==> src/rtl/fpu_mult_pipe_if.sv <==
// Operand/result handshake bundle for the parametrised floating-point multiplier.
// The producer/consumer side takes the master modport and the multiplier takes the slave modport.
interface fpu_mult_pipe_if #(
    parameter int EXP_W = 5,
    parameter int MAN_W = 10
);
    localparam int W = 1 + EXP_W + MAN_W;

    logic         in_valid;
    logic         in_ready;
    logic [W-1:0] a;
    logic [W-1:0] b;
    logic         rm;
    logic         out_valid;
    logic         out_ready;
    logic [W-1:0] result;
    logic [3:0]   flags;

    modport master (
        output in_valid, a, b, rm, out_ready,
        input  in_ready, out_valid, result, flags
    );

    modport slave (
        input  in_valid, a, b, rm, out_ready,
        output in_ready, out_valid, result, flags
    );
endinterface

==> src/rtl/fpu_mult_pipe.sv <==
// Multi-cycle IEEE-754 multiplier with configurable format, one operation in flight.
// Handles subnormal inputs, RNE/RTZ rounding, overflow, flush-to-zero and exception flags.
module fpu_mult_pipe #(
    parameter int EXP_W = 5,
    parameter int MAN_W = 10
) (
    input  logic             clk,
    input  logic             rst_n,
    fpu_mult_pipe_if.slave   bus
);
    localparam int W   = 1 + EXP_W + MAN_W;
    localparam int SW  = MAN_W + 1;
    localparam int PW  = 2 * SW;
    localparam int EW  = EXP_W + 2;
    localparam int LZW = $clog2(PW + 1);
    localparam logic signed [EW-1:0] BIAS    = EW'((1 << (EXP_W - 1)) - 1);
    localparam logic signed [EW-1:0] EXP_MAX = EW'((1 << EXP_W) - 1);

    typedef enum logic [2:0] {IDLE, UNPACK, MUL, NORM, ROUND, DONE} state_t;
    state_t state_reg, state_next;

    logic [W-1:0]           a_reg, b_reg;
    logic                   rm_reg, sign_reg;
    logic                   nan_reg, snan_reg, inf_reg, zero_reg;
    logic [SW-1:0]          sig_a_reg, sig_b_reg, mant_reg;
    logic signed [EW-1:0]   ea_reg, eb_reg, exp_reg;
    logic [PW-1:0]          prod_reg;
    logic                   guard_reg, sticky_reg;
    logic [W-1:0]           result_reg;
    logic [3:0]             flags_reg;

    // Operand classification, one lane per operand
    logic [W-1:0]           op [2];
    logic [EXP_W-1:0]       exp_f [2];
    logic [MAN_W-1:0]       frac_f [2];
    logic                   is_nan [2], is_snan [2], is_inf [2], is_zero [2];
    logic [SW-1:0]          sig [2];
    logic signed [EW-1:0]   eff_exp [2];

    assign op[0] = a_reg;
    assign op[1] = b_reg;

    generate
        for (genvar gi = 0; gi < 2; gi++) begin : g_unpack
            assign exp_f[gi]   = op[gi][W-2 -: EXP_W];
            assign frac_f[gi]  = op[gi][MAN_W-1:0];
            assign is_nan[gi]  = (&exp_f[gi]) && (|frac_f[gi]);
            assign is_snan[gi] = is_nan[gi] && !frac_f[gi][MAN_W-1];
            assign is_inf[gi]  = (&exp_f[gi]) && !(|frac_f[gi]);
            assign is_zero[gi] = !(|exp_f[gi]) && !(|frac_f[gi]);
            assign sig[gi]     = {|exp_f[gi], frac_f[gi]};
            // Subnormals share the minimum normal exponent; the hidden bit carries the difference
            assign eff_exp[gi] = (|exp_f[gi]) ? EW'({2'b00, exp_f[gi]}) : EW'(1);
        end
    endgenerate

    logic [PW-1:0] prod_c;
    assign prod_c = PW'(sig_a_reg) * PW'(sig_b_reg);

    // Leading-zero count from the product MSB; the highest set bit wins
    logic [LZW-1:0]       lzc;
    logic signed [EW-1:0] lzc_s;
    logic [PW-1:0]        shifted;
    always_comb begin
        lzc = LZW'(PW);
        for (int i = 0; i < PW; i++) begin
            if (prod_reg[i]) lzc = LZW'(PW - 1 - i);
        end
    end
    assign lzc_s   = EW'(lzc);
    assign shifted = prod_reg << lzc;

    logic                 inc, carry, under, over;
    logic [SW:0]          mant_r;
    logic [MAN_W-1:0]     frac_r;
    logic signed [EW-1:0] exp_r;
    logic [W-1:0]         round_result;
    logic [3:0]           round_flags;

    always_comb begin
        inc    = !rm_reg && guard_reg && (sticky_reg || mant_reg[0]);
        mant_r = {1'b0, mant_reg} + (SW + 1)'(inc);
        carry  = mant_r[SW];
        frac_r = carry ? mant_r[MAN_W:1] : mant_r[MAN_W-1:0];
        exp_r  = exp_reg + EW'(carry);
        over   = !exp_r[EW-1] && (exp_r >= EXP_MAX);
        under  = exp_r[EW-1] || (exp_r == '0);

        round_result = {sign_reg, exp_r[EXP_W-1:0], frac_r};
        round_flags  = {3'b000, guard_reg | sticky_reg};
        if (nan_reg) begin
            round_result = {1'b0, {EXP_W{1'b1}}, 1'b1, {(MAN_W-1){1'b0}}};
            round_flags  = {snan_reg, 3'b000};
        end else if (inf_reg && zero_reg) begin
            round_result = {1'b0, {EXP_W{1'b1}}, 1'b1, {(MAN_W-1){1'b0}}};
            round_flags  = 4'b1000;
        end else if (inf_reg) begin
            round_result = {sign_reg, {EXP_W{1'b1}}, {MAN_W{1'b0}}};
            round_flags  = 4'b0000;
        end else if (zero_reg) begin
            round_result = {sign_reg, {(W-1){1'b0}}};
            round_flags  = 4'b0000;
        end else if (over) begin
            round_result = rm_reg ? {sign_reg, {(EXP_W-1){1'b1}}, 1'b0, {MAN_W{1'b1}}}
                                  : {sign_reg, {EXP_W{1'b1}}, {MAN_W{1'b0}}};
            round_flags  = 4'b0101;
        end else if (under) begin
            round_result = {sign_reg, {(W-1){1'b0}}};
            round_flags  = 4'b0011;
        end
    end

    always_ff @(posedge clk or negedge rst_n) begin
        if (!rst_n) state_reg <= IDLE;
        else        state_reg <= state_next;
    end

    always_comb begin
        state_next = state_reg;
        case (state_reg)
            IDLE:    if (bus.in_valid) state_next = UNPACK;
            UNPACK:  state_next = MUL;
            MUL:     state_next = NORM;
            NORM:    state_next = ROUND;
            ROUND:   state_next = DONE;
            DONE:    if (bus.out_ready) state_next = IDLE;
            default: state_next = IDLE;
        endcase
    end

    always_ff @(posedge clk or negedge rst_n) begin
        if (!rst_n) begin
            a_reg <= '0;      b_reg <= '0;      rm_reg <= 1'b0;   sign_reg <= 1'b0;
            nan_reg <= 1'b0;  snan_reg <= 1'b0; inf_reg <= 1'b0;  zero_reg <= 1'b0;
            sig_a_reg <= '0;  sig_b_reg <= '0;  ea_reg <= '0;     eb_reg <= '0;
            prod_reg <= '0;   exp_reg <= '0;    mant_reg <= '0;
            guard_reg <= 1'b0; sticky_reg <= 1'b0;
            result_reg <= '0; flags_reg <= '0;
        end else begin
            case (state_reg)
                IDLE: if (bus.in_valid) begin
                    a_reg  <= bus.a;
                    b_reg  <= bus.b;
                    rm_reg <= bus.rm;
                end
                UNPACK: begin
                    sign_reg  <= a_reg[W-1] ^ b_reg[W-1];
                    nan_reg   <= is_nan[0] | is_nan[1];
                    snan_reg  <= is_snan[0] | is_snan[1];
                    inf_reg   <= is_inf[0] | is_inf[1];
                    zero_reg  <= is_zero[0] | is_zero[1];
                    sig_a_reg <= sig[0];
                    sig_b_reg <= sig[1];
                    ea_reg    <= eff_exp[0];
                    eb_reg    <= eff_exp[1];
                end
                MUL: begin
                    prod_reg <= prod_c;
                    exp_reg  <= ea_reg + eb_reg - BIAS;
                end
                NORM: begin
                    // Leading one lands in the MSB; an MSB already set is the shift-right-by-one case
                    exp_reg    <= exp_reg + EW'(1) - lzc_s;
                    mant_reg   <= shifted[PW-1 -: SW];
                    guard_reg  <= shifted[PW-1-SW];
                    sticky_reg <= |shifted[PW-2-SW:0];
                end
                ROUND: begin
                    result_reg <= round_result;
                    flags_reg  <= round_flags;
                end
                default: ;
            endcase
        end
    end

    assign bus.in_ready  = (state_reg == IDLE);
    assign bus.out_valid = (state_reg == DONE);
    assign bus.result    = result_reg;
    assign bus.flags     = flags_reg;
endmodule

==> src/flat_wrapper.sv <==
// flat-port wrapper written by rule: the top's interface ports become plain ports
module fpu_mult_pipe_flat 
#(
    parameter int EXP_W = 5,
    parameter int MAN_W = 10
)
  (clk, rst_n, bus_in_valid, bus_a, bus_b, bus_rm, bus_out_ready, bus_in_ready, bus_out_valid, bus_result, bus_flags);
  fpu_mult_pipe_if #(.EXP_W(EXP_W), .MAN_W(MAN_W)) bus_i ();
  input  logic clk;
  input  logic rst_n;
  input wire logic [$bits(bus_i.in_valid)-1:0] bus_in_valid;
  input wire logic [$bits(bus_i.a)-1:0] bus_a;
  input wire logic [$bits(bus_i.b)-1:0] bus_b;
  input wire logic [$bits(bus_i.rm)-1:0] bus_rm;
  input wire logic [$bits(bus_i.out_ready)-1:0] bus_out_ready;
  output wire logic [$bits(bus_i.in_ready)-1:0] bus_in_ready;
  output wire logic [$bits(bus_i.out_valid)-1:0] bus_out_valid;
  output wire logic [$bits(bus_i.result)-1:0] bus_result;
  output wire logic [$bits(bus_i.flags)-1:0] bus_flags;
  assign bus_i.in_valid = bus_in_valid;
  assign bus_i.a = bus_a;
  assign bus_i.b = bus_b;
  assign bus_i.rm = bus_rm;
  assign bus_i.out_ready = bus_out_ready;
  assign bus_in_ready = bus_i.in_ready;
  assign bus_out_valid = bus_i.out_valid;
  assign bus_result = bus_i.result;
  assign bus_flags = bus_i.flags;
  fpu_mult_pipe #(.EXP_W(EXP_W), .MAN_W(MAN_W)) u_core (.clk(clk), .rst_n(rst_n), .bus(bus_i));
endmodule
==> config.mk <==
export PLATFORM = sky130hd
export DESIGN_NAME = fpu_mult_pipe_flat
export DESIGN_NICKNAME = d
export VERILOG_FILES = /design/src/rtl/fpu_mult_pipe_if.sv /design/src/rtl/fpu_mult_pipe.sv /design/src/flat_wrapper.sv
export SDC_FILE = /design/constraint.sdc
export NUM_CORES = 1
export LEC_CHECK = 0
export ABC_CLOCK_PERIOD_IN_PS = 14000
export CELL_PAD_IN_SITES_DETAIL_PLACEMENT = 1
export CELL_PAD_IN_SITES_GLOBAL_PLACEMENT = 1
export CORE_ASPECT_RATIO = 1.75
export CORE_MARGIN = 2
export CORE_UTILIZATION = 45
export DETAILED_ROUTE_END_ITERATION = 16
export PLACE_DENSITY = 0.84
export SKIP_CTS_REPAIR_TIMING = 1
export SYNTH_ARGS = -nofsm -noshare
export SYNTH_HDL_FRONTEND = slang
export SYNTH_SLANG_ARGS = --single-unit
==> constraint.sdc <==
create_clock -name clk -period 14 [get_ports clk]
set_clock_uncertainty 0.15 [all_clocks]
set_input_delay 2.1 -clock clk [delete_from_list [all_inputs] [get_ports clk]]
set_output_delay 2.1 -clock clk [all_outputs]
set_load 0.05 [all_outputs]
# Yosys cells after proc, flatten, opt, wreduce, memory -nomap -nowiden
# Index checks and enable logic that the tools add are counted.
# op_classes
mul	1
div_mod_pow	0
reduce_logical	34
n_shift	1
n_addsub	6
eq_ne	7
order_cmp	1
mux	42
bitwise_logic	6
# op_table
cell	n
5-bit two-way mux	23
15-bit two-way mux	4
16-bit two-way mux	2
10-bit OR reduction	3
11-bit by 11-bit multiplier with 22-bit output	1
22-bit by 5-bit << shifter with 22-bit output	1
4-bit two-way mux	5
3-bit case mux with 6 select lines	1
7-bit case mux with 2 select lines	1
11-bit by 1-bit adder with 12-bit output	1
1-bit logical AND	12
11-bit two-way mux	1
10-bit two-way mux	1
5-bit AND reduction	2
5-bit OR reduction	2
1-bit zero test	8
7-bit by 1-bit adder with 7-bit output	1
7-bit by 2-bit adder with 7-bit output (second input constant)	1
7-bit adder	1
7-bit by 6-bit >= comparator with 1-bit output (second input constant)	1
7-bit zero test	1
7-bit by 5-bit subtractor with 7-bit output (second input constant)	1
7-bit by 6-bit subtractor with 7-bit output	1
3-bit by 2-bit equality test with 1-bit output (second input constant)	2
other kinds (11)	21
# totals
ff_bits	139
word_cells	118
latchBits	0
inputBits	37
ram_bits	0
mem_count	0
out_inout_bits	22
rom_bits	0

# Longest topological paths before layout
# Gate-level depths: netlist of the first run.
# depth
depth_word	24
ltp_mapped	22
ltp_nobuf	21

# Worst setup path after synthesis of the first run
# OpenSTA, ideal clock, no wires.
# synth_path
path_kind	reg2reg
startpoint	register u_core.sig_b_reg[2]
endpoint	register u_core.prod_reg[20]
setup_ns	0.146
path_buffers	1
period_less_slack_ns	5.479
path_slack_ns	8.521
path_stages_with_launch	21
t_arrival_ns	5.183
required_ns	13.704
path_cell_list	dfrtp_1 > clkbuf_1 > nand2_1 > fa_1 > inv_1 > fa_1 > inv_1 > fa_1 > fa_1 > fa_1 > inv_1 > ha_1 > and2_1 > a311oi_1 > o31ai_1 > o31ai_1 > o2111ai_1 > a21oi_1 > o21bai_1 > mux2i_1 > o311ai_0
# synth_via
elab_chain_len	1
# synth_lines
element	line	text
start: declaration	fpu_mult_pipe.sv:25	logic [SW-1:0] sig_a_reg, sig_b_reg, mant_reg;
start signal: assignment	fpu_mult_pipe.sv:153	sig_b_reg <= sig[1];
11-bit by 11-bit multiplier with 22-bit output	fpu_mult_pipe.sv:58	assign prod_c = PW'(sig_a_reg) * PW'(sig_b_reg);
end signal: assignment	fpu_mult_pipe.sv:158	prod_reg <= prod_c;
end: declaration	fpu_mult_pipe.sv:27	logic [PW-1:0] prod_reg;
# Every way passes these cells.
# A chain may end at the register's enable or synchronous reset.

# Worst setup path after layout of the first run
# layout_path
startpoint	register u_core.sig_a_reg[5]
endpoint	register u_core.prod_reg[20]
# layout_via
elab_chain_len	1
# layout_lines
element	line	text
start: declaration	fpu_mult_pipe.sv:25	
start signal: assignment	fpu_mult_pipe.sv:152	sig_a_reg <= sig[0];
11-bit by 11-bit multiplier with 22-bit output	fpu_mult_pipe.sv:58	
# Every way passes these cells.

==> flow_metrics.env, run 1 <==
export IMPL_grt_setup_unrepaired="false"
export IMPL_fin_ws_ps=8010
export IMPL_global_route_usage_total=0.250
export IMPL_firstDrtPassIters=4
export IMPL_placedCellCount=1544
export IMPL_placeable_area_sq_um=25100
export IMPL_synth_xor_xnor_area_share=0.0291
export IMPL_antenna_violating_nets_post_route=0
export IMPL_number_of_antenna_violations_at_the_first_check_in_global_routing=0
export IMPL_synthesis_area_per_instance_sq_um=9.30
export IMPL_postSynthCellCount=1230
export IMPL_reg2reg_setup_slack_ps=8010
export IMPL_dominant_combinational_cell_family_by_area_after_synthesis="adder cells"
export IMPL_postSynth_topFlopCell="dfrtp_1"
export IMPL_wl_per_cell_um=20.4
export IMPL_design_portCount=59
export IMPL_clock_root_buffer="clkbuf_16"
export IMPL_via_count=9071
export IMPL_die_width_um=125
export IMPL_crit_top_cell="fa_1"
export IMPL_first_pass_grt_wire_length_mm=53.4
export IMPL_worst_setup_path_type="register to register"
export IMPL_dp_worst_setup_slack_ps=8130
export IMPL_finalNetCount=1449
export IMPL_fin_tns_setup_ps=0
export IMPL_cts_buffers_inserted=17
export IMPL_vias_in_the_first_global_route=10467
export IMPL_synthesis_nets=1432
export IMPL_fin_cells=1576
export IMPL_floorplan_die_area_sq_um=26800
export IMPL_drc=0
export IMPL_whs_endpoint="u_core.bus.result[15]"
export IMPL_path_delay_family="adder cells"
export IMPL_cts_sinks=135
export IMPL_sequential_fraction_of_the_synthesis_area=0.295
export IMPL_maxClockFrequency_mhz=167
export IMPL_port_buffer_cells=58
export IMPL_fin_crit_ps=5990
export IMPL_fin_util=0.509
export IMPL_insertion_delay_ps=430
export IMPL_muxShareOfSynthArea=0.0758
export IMPL_final_count_of_negative_setup_slack_endpoints=0
export IMPL_startpoint="u_core.sig_a_reg[5]"
export IMPL_yosys_area_share_adder=0.234
export IMPL_period_share=0.428
export IMPL_synth_cell_types=75
export IMPL_postSynth_asyncResetShare=1.00
export IMPL_max_cap_violations=0
export IMPL_max_stage_delay_ps=640
export IMPL_final_fill_count=2830
export IMPL_synth_cell_area_sq_um=11400
export IMPL_multiInputGateArea_sq_um=7260
export IMPL_min_path_cells=2
export IMPL_row_count=77
export IMPL_register_area_sq_um=3380
export IMPL_clock_tree_buffer_depth=2
export IMPL_grt_start_max_net_pins=75
export IMPL_cp_arrival_ps=6140
export IMPL_worst_r2r_cell_count=19
export IMPL_synth_yosys_warnings=0
export IMPL_hold_start="u_core.bus.result[15]"
export IMPL_worstMarginPinSlew_ps=1020
export IMPL_yosys_top_cells_area="dfrtp_1, fa_1, ha_1, mux2_2, nand2_1"
export IMPL_area_growth_synth_to_final_pct=11.8
export IMPL_floorplan_initialDensity=0.455
export IMPL_gp_routability_congestion=0.922
export IMPL_timing_critical_path_cells="nand2_1, fa_1, fa_1, inv_1, fa_1, inv_1, fa_1, fa_1, inv_1, ha_1, and2_1, a311oi_1, o31ai_1, o31ai_1, o2111ai_1, a21oi_1, o21bai_1, mux2i_1, o311ai_0"
export IMPL_critical_path_buf_inv_count=3
export IMPL_post_synth_and_or_nand_nor_area_fraction=0.151
export IMPL_layout_drive_gt1_share=0.0976
export IMPL_hold_class="register to register"
export IMPL_setup_worst_path_start_class="register"
export IMPL_critical_path_reg2reg_startpoint="u_core.sig_a_reg[5]"
export IMPL_grt_remaining_overflow=0
export IMPL_die_h_um=215
export IMPL_finalWirelength_mm=32.2
export IMPL_worst_setup_hold_path_clk_slew_ps=70
export IMPL_via_per_inst=5.76
export IMPL_max_slew_violation_total_from_the_final_report=0
export IMPL_synth_area_leader_cell="dfrtp_1"
export IMPL_rr_endpoint="u_core.prod_reg[20]"
export IMPL_synth_ff_latch_count=135
export IMPL_antenna_diode_count=0
export IMPL_synth_compound_gate_area_share=0.144
export IMPL_htree_num_levels=4
export IMPL_dp_hpwl_mm=24.8
export IMPL_critical_path_slowest_cell="dfrtp_1"
export IMPL_critical_path_peak_fanout=12
export IMPL_first_iter_violations=330
export IMPL_timing_slew_headroom=0.317
export IMPL_synth_edf_count=0
export IMPL_synth_top_area_frac=0.295
export IMPL_largest_reg_flops=22
export IMPL_outcome="completed"
export IMPL_finalHoldViolations=0
export IMPL_timing_critical_path_required_ps=14140
export IMPL_critPathCaptureType="register"
export IMPL_cts_tree="built"
==> synthesized netlist by cell type, types with 3 or more instances <==
| master | number |
|---|---|
| nand2_1 | 142 |
| dfrtp_1 | 135 |
| inv_1 | 134 |
| ha_1 | 83 |
| fa_1 | 82 |
| mux2_2 | 65 |
| a21oi_1 | 64 |
| o21ai_0 | 64 |
| nor2_1 | 62 |
| and2_1 | 61 |
| clkbuf_1 | 54 |
| nand3_1 | 27 |
| xnor2_1 | 20 |
| xor2_1 | 18 |
| nor3_1 | 16 |
| a211oi_1 | 15 |
| nand2b_1 | 13 |
| a21o_1 | 12 |
| mux2i_1 | 12 |
| nor4_1 | 11 |
| and3_1 | 8 |
| buf_2 | 8 |
| o21a_1 | 8 |
| o31ai_1 | 8 |
| a31oi_1 | 5 |
| nor3b_1 | 5 |
| o211ai_1 | 5 |
| o21bai_1 | 5 |
| o22ai_1 | 5 |
| o31a_1 | 5 |
| a221oi_1 | 4 |
| o22a_1 | 4 |
| o41ai_1 | 4 |
| or2_2 | 4 |
| a211o_1 | 3 |
| a21oi_2 | 3 |
| nor2b_1 | 3 |
| o21ai_1 | 3 |
| o311ai_0 | 3 |
==> area by class of cell <==
class                           instances  area share
Multi-Input combinational cell        892       0.568
Inverter                              137      0.0402
Timing Repair Buffer                   64      0.0490
Clock buffer                           17      0.0333
Sequential cell                       135       0.264
Tap cell                              316      0.0309
Clock inverter                         15      0.0144
==> worst max-delay path by stage <==
stage,to,depth (start not counted)
floorplan,u_core.prod_reg[20],20
detailed placement,u_core.prod_reg[20],19
global route,u_core.prod_reg[20],19
finish,u_core.prod_reg[20],19
global placement,u_core.prod_reg[20],19
CTS,u_core.prod_reg[20],19
==> cell usage in the layout (no fill, tap or decap), types with 4 or more instances in the layout <==
master / instances
o22ai_1: 5
o21bai_1: 5
o21ai_0: 64
nand2b_1: 13
o21a_1: 8
a21o_1: 12
and2_1: 61
buf_4: 6
ha_1: 83
nand3_1: 27
a21oi_1: 64
a31oi_1: 5
nor3_1: 16
dfrtp_1: 135
xnor2_1: 20
a221oi_1: 4
nor2_1: 62
o41ai_1: 4
o22a_1: 4
mux2_2: 65
clkdlybuf4s50_1: 57
or2_2: 4
mux2i_1: 12
xor2_1: 18
o211ai_1: 5
clkbuf_16: 17
inv_1: 134
nor4_1: 11
inv_8: 4
a211oi_1: 15
o31a_1: 5
and3_1: 8
fa_1: 82
o31ai_1: 8
nor3b_1: 4
nand2_1: 142
==> layer usage <==
layer | wire length [um] | share of wire | vias up | global-route usage
li1 | - | - | 4181 | -
met1 | 10800 | 0.34 | 4547 | 0.235
met2 | 18600 | 0.58 | 216 | 0.502
met3 | 696 | 0.022 | 127 | 0.0306
met4 | 2000 | 0.062 | 0 | 0.149
met5 | 0 | 0 | - | 0
==> tightest hold or removal path, delay by kind of cell, from the launching register on <==
family | cells | cell delay [ps]
flip-flops | 1 | 350
AND/OR/NAND/NOR | 2 | 100
==> through the flow <==
| stage | cell area (sq um) | hold WS [ps] |
|---|---|---|
| floorplan | 11400 | 314 |
| global placement | 12200 | 300 |
| detailed placement | 12200 | 313 |
| CTS | 12800 | 326 |
| global route | 12800 | 362 |
| finish | 12800 | 322 |
==> cell families (layout without fill, tap and decap cells) <==
logic type	Yosys count	count (layout)
simple gates	362	362
compound gates	249	249
buf+inv	203	233
fa+ha+maj	165	165
flops	135	135
mux	78	78
xor+xnor	38	38
Power of run 1 is not shown: default switching activity piles up to over one toggle a cycle in this logic, so the estimate is an artifact.
==> run 2, diff against run 1 <==
--- a/config.mk
+++ b/config.mk
@@ -5,14 +5,14 @@
 export SDC_FILE = /design/constraint.sdc
 export NUM_CORES = 1
 export LEC_CHECK = 0
-export ABC_CLOCK_PERIOD_IN_PS = 14000
+export ABC_CLOCK_PERIOD_IN_PS = 4860
 export CELL_PAD_IN_SITES_DETAIL_PLACEMENT = 1
 export CELL_PAD_IN_SITES_GLOBAL_PLACEMENT = 1
 export CORE_ASPECT_RATIO = 1.75
 export CORE_MARGIN = 2
-export CORE_UTILIZATION = 45
+export CORE_UTILIZATION = 44
 export DETAILED_ROUTE_END_ITERATION = 16
-export PLACE_DENSITY = 0.84
+export PLACE_DENSITY = 0.86
 export SKIP_CTS_REPAIR_TIMING = 1
 export SYNTH_ARGS = -nofsm -noshare
 export SYNTH_HDL_FRONTEND = slang
==> constraint.sdc (replaced) <==
create_clock -name clk -period 4.86 [get_ports clk]
set_clock_uncertainty 0.15 [all_clocks]
set_input_delay 0.729 -clock clk [delete_from_list [all_inputs] [get_ports clk]]
set_output_delay 0.729 -clock clk [all_outputs]
set_load 0.05 [all_outputs]
==> flow_metrics.env, run 2 (synthesis results as in run 1) <==
export IMPL_wl_per_cell_um=25.6
export IMPL_floorplan_die_area_sq_um=27400
export IMPL_row_count=78
export IMPL_max_slew_violation_total_from_the_final_report=0
export IMPL_register_area_sq_um=3390
export IMPL_via_per_inst=6.09
export IMPL_via_count=10092
export IMPL_cts_buffers_inserted=17
export IMPL_worst_setup_path_type="register to register"
export IMPL_firstDrtPassIters=5
export IMPL_insertion_delay_ps=460
export IMPL_placeable_area_sq_um=25800
export IMPL_max_stage_delay_ps=580
export IMPL_crit_top_cell="fa_1"
export IMPL_gp_routability_congestion=0.949
export IMPL_finalNetCount=1526
export IMPL_first_iter_violations=555
export IMPL_finalHoldWorstSlack_ps=223
export IMPL_grt_remaining_overflow=0
export IMPL_final_count_of_negative_setup_slack_endpoints=12
export IMPL_use_met1=0.270
export IMPL_antenna_diode_count=0
export IMPL_period_share=1.17
export IMPL_dp_hpwl_mm=27.8
export IMPL_timing_critical_path_cells="buf_6, nand2_4, fa_2, inv_1, fa_1, inv_1, fa_1, inv_1, fa_1, inv_2, fa_1, inv_2, ha_4, o41ai_4, a31oi_2, buf_4, a21o_1, a21oi_2, xor2_1, o21ai_0"
export IMPL_timing_critical_path_required_ps=5020
export IMPL_floorplan_initialDensity=0.444
export IMPL_largest_reg_flops=22
export IMPL_cts_tree="built"
export IMPL_area_growth_synth_to_final_pct=19.7
export IMPL_clock_root_buffer="clkbuf_16"
export IMPL_grt_setup_unrepaired="true"
export IMPL_fin_tns_setup_ps=-5840
export IMPL_port_buffer_cells=58
export IMPL_vias_in_the_first_global_route=11324
export IMPL_finalWirelength_mm=42.4
export IMPL_finalHoldViolations=0
export IMPL_worstMarginPinSlew_ps=949
export IMPL_first_pass_grt_wire_length_mm=61.0
export IMPL_met3_capacity_usage_during_global_routing=0.0396
export IMPL_multiInputGateArea_sq_um=7530
export IMPL_worst_setup_hold_path_clk_slew_ps=70
export IMPL_timing_slew_headroom=0.367
export IMPL_drc=0
export IMPL_grt_util_met2=0.555
export IMPL_grt_busiest_layer="met2"
export IMPL_cts_sinks=135
export IMPL_die_h_um=217
export IMPL_htree_num_levels=4
export IMPL_number_of_antenna_violations_at_the_first_check_in_global_routing=0
export IMPL_fin_ws_ps=-829
export IMPL_final_fill_count=2904
export IMPL_cp_arrival_ps=5850
export IMPL_critical_path_peak_fanout=5
export IMPL_final_common_cell="nand2_1"
export IMPL_antenna_violating_nets_post_route=0
export IMPL_reg2reg_setup_slack_ps=-830
export IMPL_layout_cells_most_common_list="nand2_1, inv_1, dfrtp_1, fa_1, ha_1"
export IMPL_setup_worst_path_start_class="register"
export IMPL_fin_crit_ps=5690
export IMPL_max_cap_violations=0
export IMPL_layout_drive_gt1_share=0.195
export IMPL_die_width_um=126
export IMPL_fin_util=0.531
export IMPL_clock_tree_buffer_depth=2
export IMPL_dp_worst_setup_slack_ps=-774
export IMPL_hold_class="input pin to async pin"
export IMPL_maxClockFrequency_mhz=176
export IMPL_critPathCaptureType="register"
export IMPL_grt_start_max_net_pins=103
export IMPL_outcome="complete, but fails checks"
export IMPL_violations_in_the_final_reports="negative setup slack"
export IMPL_critical_path_slowest_cell="fa_1"
export IMPL_design_portCount=59
export IMPL_global_route_usage_total=0.286
run 2: worst paths after layout:
kind	from	endpoint	cells past startpoint
worst max-delay path	u_core.sig_b_reg[2]	u_core.prod_reg[17]	20
worst min-delay path	rst_n	u_core.sig_b_reg[8]	1
worst max register to register	u_core.sig_b_reg[2]	u_core.prod_reg[17]	20
worst min register to register	u_core.bus.result[2]	u_core.bus.result[2]	2
max in group asynchronous	rst_n	u_core.sig_b_reg[6]	2
min in group clk	u_core.bus.result[2]	u_core.bus.result[2]	2
run 2: cell type report:
cell class / instances / share of cell area
clock inverters: 13 / 0.0114
inverters: 137 / 0.0376
clock buffers: 19 / 0.0331
multi-input cells: 892 / 0.550
flip-flops and latches: 135 / 0.248
repair buffers: 141 / 0.0906
well taps: 320 / 0.0292
run 2: through the flow:
step	cell area, sq um	std cells
3_5_place_dp	12800	1614
6_report	13700	1657
4_1_cts	13400	1646
2_1_floorplan	11600	1230
3_3_place_gp	12800	1614
5_1_grt	13700	1657
run 2: per-layer routing:
metal / wire length, um / part of all wire / vias up
met2: 22900 / 0.54 / 425
met1: 13500 / 0.32 / 5072
met5: 0 / 0 / -
met3: 1730 / 0.041 / 242
met4: 4280 / 0.10 / 0
li1: - / - / 4353
run 2: worst max-delay path: cells and delay by family, from the launching register on:
family | cells | cell delay [ps]
adders and majority gates | 6 | 2850
xor gates and xnor gates | 1 | 190
AOI/OAI and AO/OA | 5 | 1170
DFF | 1 | 440
and+or+nand+nor | 1 | 60
buffers and inverters | 7 | 660
Power of run 2 is left out for the same reason.
==> run 3, diff against run 2 <==
--- a/config.mk
+++ b/config.mk
@@ -12,7 +12,7 @@
 export CORE_MARGIN = 2
 export CORE_UTILIZATION = 44
 export DETAILED_ROUTE_END_ITERATION = 16
-export PLACE_DENSITY = 0.86
+export PLACE_DENSITY_LB_ADDON = 0.15
 export SKIP_CTS_REPAIR_TIMING = 1
 export SYNTH_ARGS = -nofsm -noshare
 export SYNTH_HDL_FRONTEND = slang
==> flow_metrics.env, run 3 (synthesis results as in run 1) <==
export IMPL_outcome="complete, but fails checks"
export IMPL_violations_in_the_final_reports="negative setup slack"
export IMPL_via_count=9227
export IMPL_first_iter_violations=229
export IMPL_final_fill_count=2938
export IMPL_finalWirelength_mm=32.0
export IMPL_hold_class="input pin to async pin"
export IMPL_antenna_diode_count=0
export IMPL_use_met1=0.223
export IMPL_met3_capacity_usage_during_global_routing=0.0302
export IMPL_wl_per_cell_um=19.2
export IMPL_cts_buffers_inserted=17
export IMPL_placeable_area_sq_um=25800
export IMPL_first_pass_grt_wire_length_mm=52.6
export IMPL_insertion_delay_ps=430
export IMPL_layout_cells_most_common_list="nand2_1, inv_1, dfrtp_1, fa_1, buf_4"
export IMPL_htree_num_levels=4
export IMPL_cts_tree="built"
export IMPL_finalNetCount=1538
export IMPL_port_buffer_cells=58
export IMPL_post_route_cell_area_sq_um=13800
export IMPL_floorplan_die_area_sq_um=27400
export IMPL_fin_util=0.534
export IMPL_worst_r2r_cell_count=20
export IMPL_dpl_cell_area_sq_um=12900
export IMPL_cp_arrival_ps=5390
export IMPL_vias_in_the_first_global_route=10432
export IMPL_dp_worst_setup_slack_ps=-519
export IMPL_floorplan_initialDensity=0.444
export IMPL_design_portCount=59
export IMPL_multiInputGateArea_sq_um=7510
export IMPL_startpoint="u_core.sig_b_reg[5]"
export IMPL_drc=0
export IMPL_area_growth_synth_to_final_pct=20.2
export IMPL_row_count=78
export IMPL_worst_setup_hold_path_clk_slew_ps=70
export IMPL_final_count_of_negative_setup_slack_endpoints=8
export IMPL_reg2reg_setup_slack_ps=-370
export IMPL_critPathCaptureType="register"
export IMPL_number_of_antenna_violations_at_the_first_check_in_global_routing=0
export IMPL_cts_sinks=135
export IMPL_worst_setup_path_type="register to register"
export IMPL_layout_drive_gt1_share=0.201
export IMPL_clock_tree_buffer_depth=2
export IMPL_grt_start_max_net_pins=95
export IMPL_critical_path_reg2reg_startpoint="u_core.sig_b_reg[5]"
export IMPL_antenna_violating_nets_post_route=0
export IMPL_worstMarginPinSlew_ps=997
export IMPL_fin_crit_ps=5230
export IMPL_finalHoldWorstSlack_ps=230
export IMPL_grt_util_met2=0.502
export IMPL_clock_root_buffer="clkbuf_16"
export IMPL_maxClockFrequency_mhz=191
export IMPL_timing_slew_headroom=0.336
export IMPL_final_common_cell="nand2_1"
export IMPL_timing_critical_path_required_ps=5030
export IMPL_period_share=1.08
export IMPL_finalHoldViolations=0
export IMPL_largest_reg_flops=22
export IMPL_setup_worst_path_start_class="register"
export IMPL_fin_ws_ps=-369
export IMPL_firstDrtPassIters=4
export IMPL_via_per_inst=5.53
export IMPL_global_route_usage_total=0.244
export IMPL_rr_endpoint="u_core.prod_reg[19]"
export IMPL_die_h_um=217
export IMPL_max_slew_violation_total_from_the_final_report=0
export IMPL_dp_hpwl_mm=25.8
export IMPL_grt_setup_unrepaired="true"
export IMPL_max_cap_violations=0
export IMPL_critical_path_peak_fanout=6
export IMPL_grt_busiest_layer="met2"
export IMPL_endpoint="u_core.prod_reg[19]"
export IMPL_gp_routability_congestion=0.881
export IMPL_register_area_sq_um=3400
export IMPL_die_width_um=126
export IMPL_grt_remaining_overflow=0
[run 3: critical path, cell delays in order (launching register included)]
cell	delay (ps)
dfrtp_2	460
buf_6	140
buf_4	130
and2_1	160
fa_1	540
inv_1	60
fa_1	500
fa_1	490
inv_1	50
fa_1	430
ha_1	300
ha_1	320
or2_2	330
a21oi_2	150
a31oi_2	60
a41oi_2	270
buf_4	150
nand2b_1	60
a21oi_2	140
xor2_1	160
o21ai_1	70
[run 3: worst min-delay path by stage]
| stage | depth (start not counted) | from | slack (ps) | to |
|---|---|---|---|---|
| global route | 1 | rst_n | 290 | u_core.eb_reg[4] |
| detailed placement | 2 | u_core.bus.result[15] | 320 | u_core.bus.result[15] |
| global placement | 2 | u_core.bus.flags[0] | 310 | u_core.bus.flags[0] |
| CTS | 1 | rst_n | 270 | u_core.bus.result[15] |
| finish | 1 | rst_n | 230 | u_core.sign_reg |
| floorplan | 0 | rst_n | 280 | u_core.a_reg[0] |
[run 3: stage by stage]
stage	setup TNS [ps]	std cells
floorplan	-541	1230
global placement	-2070	1626
detailed placement	-2830	1626
CTS	-3030	1657
global route	-3840	1668
finish	-1880	1668
[run 3: layer usage]
metal	share of wire	wire, um
met5	0	0
met4	0.052	1680
met3	0.016	502
met2	0.59	19000
met1	0.34	10800
[run 3: final cells by class]
cell class / count / share of cell area
Sequential cell: 135 / 0.247
Clock buffer: 18 / 0.0319
Tap cell: 320 / 0.0291
Timing Repair Buffer: 153 / 0.0997
Multi-Input combinational cell: 892 / 0.546
Inverter: 137 / 0.0374
Clock inverter: 13 / 0.00883
Power of run 3 is left out for the same reason.
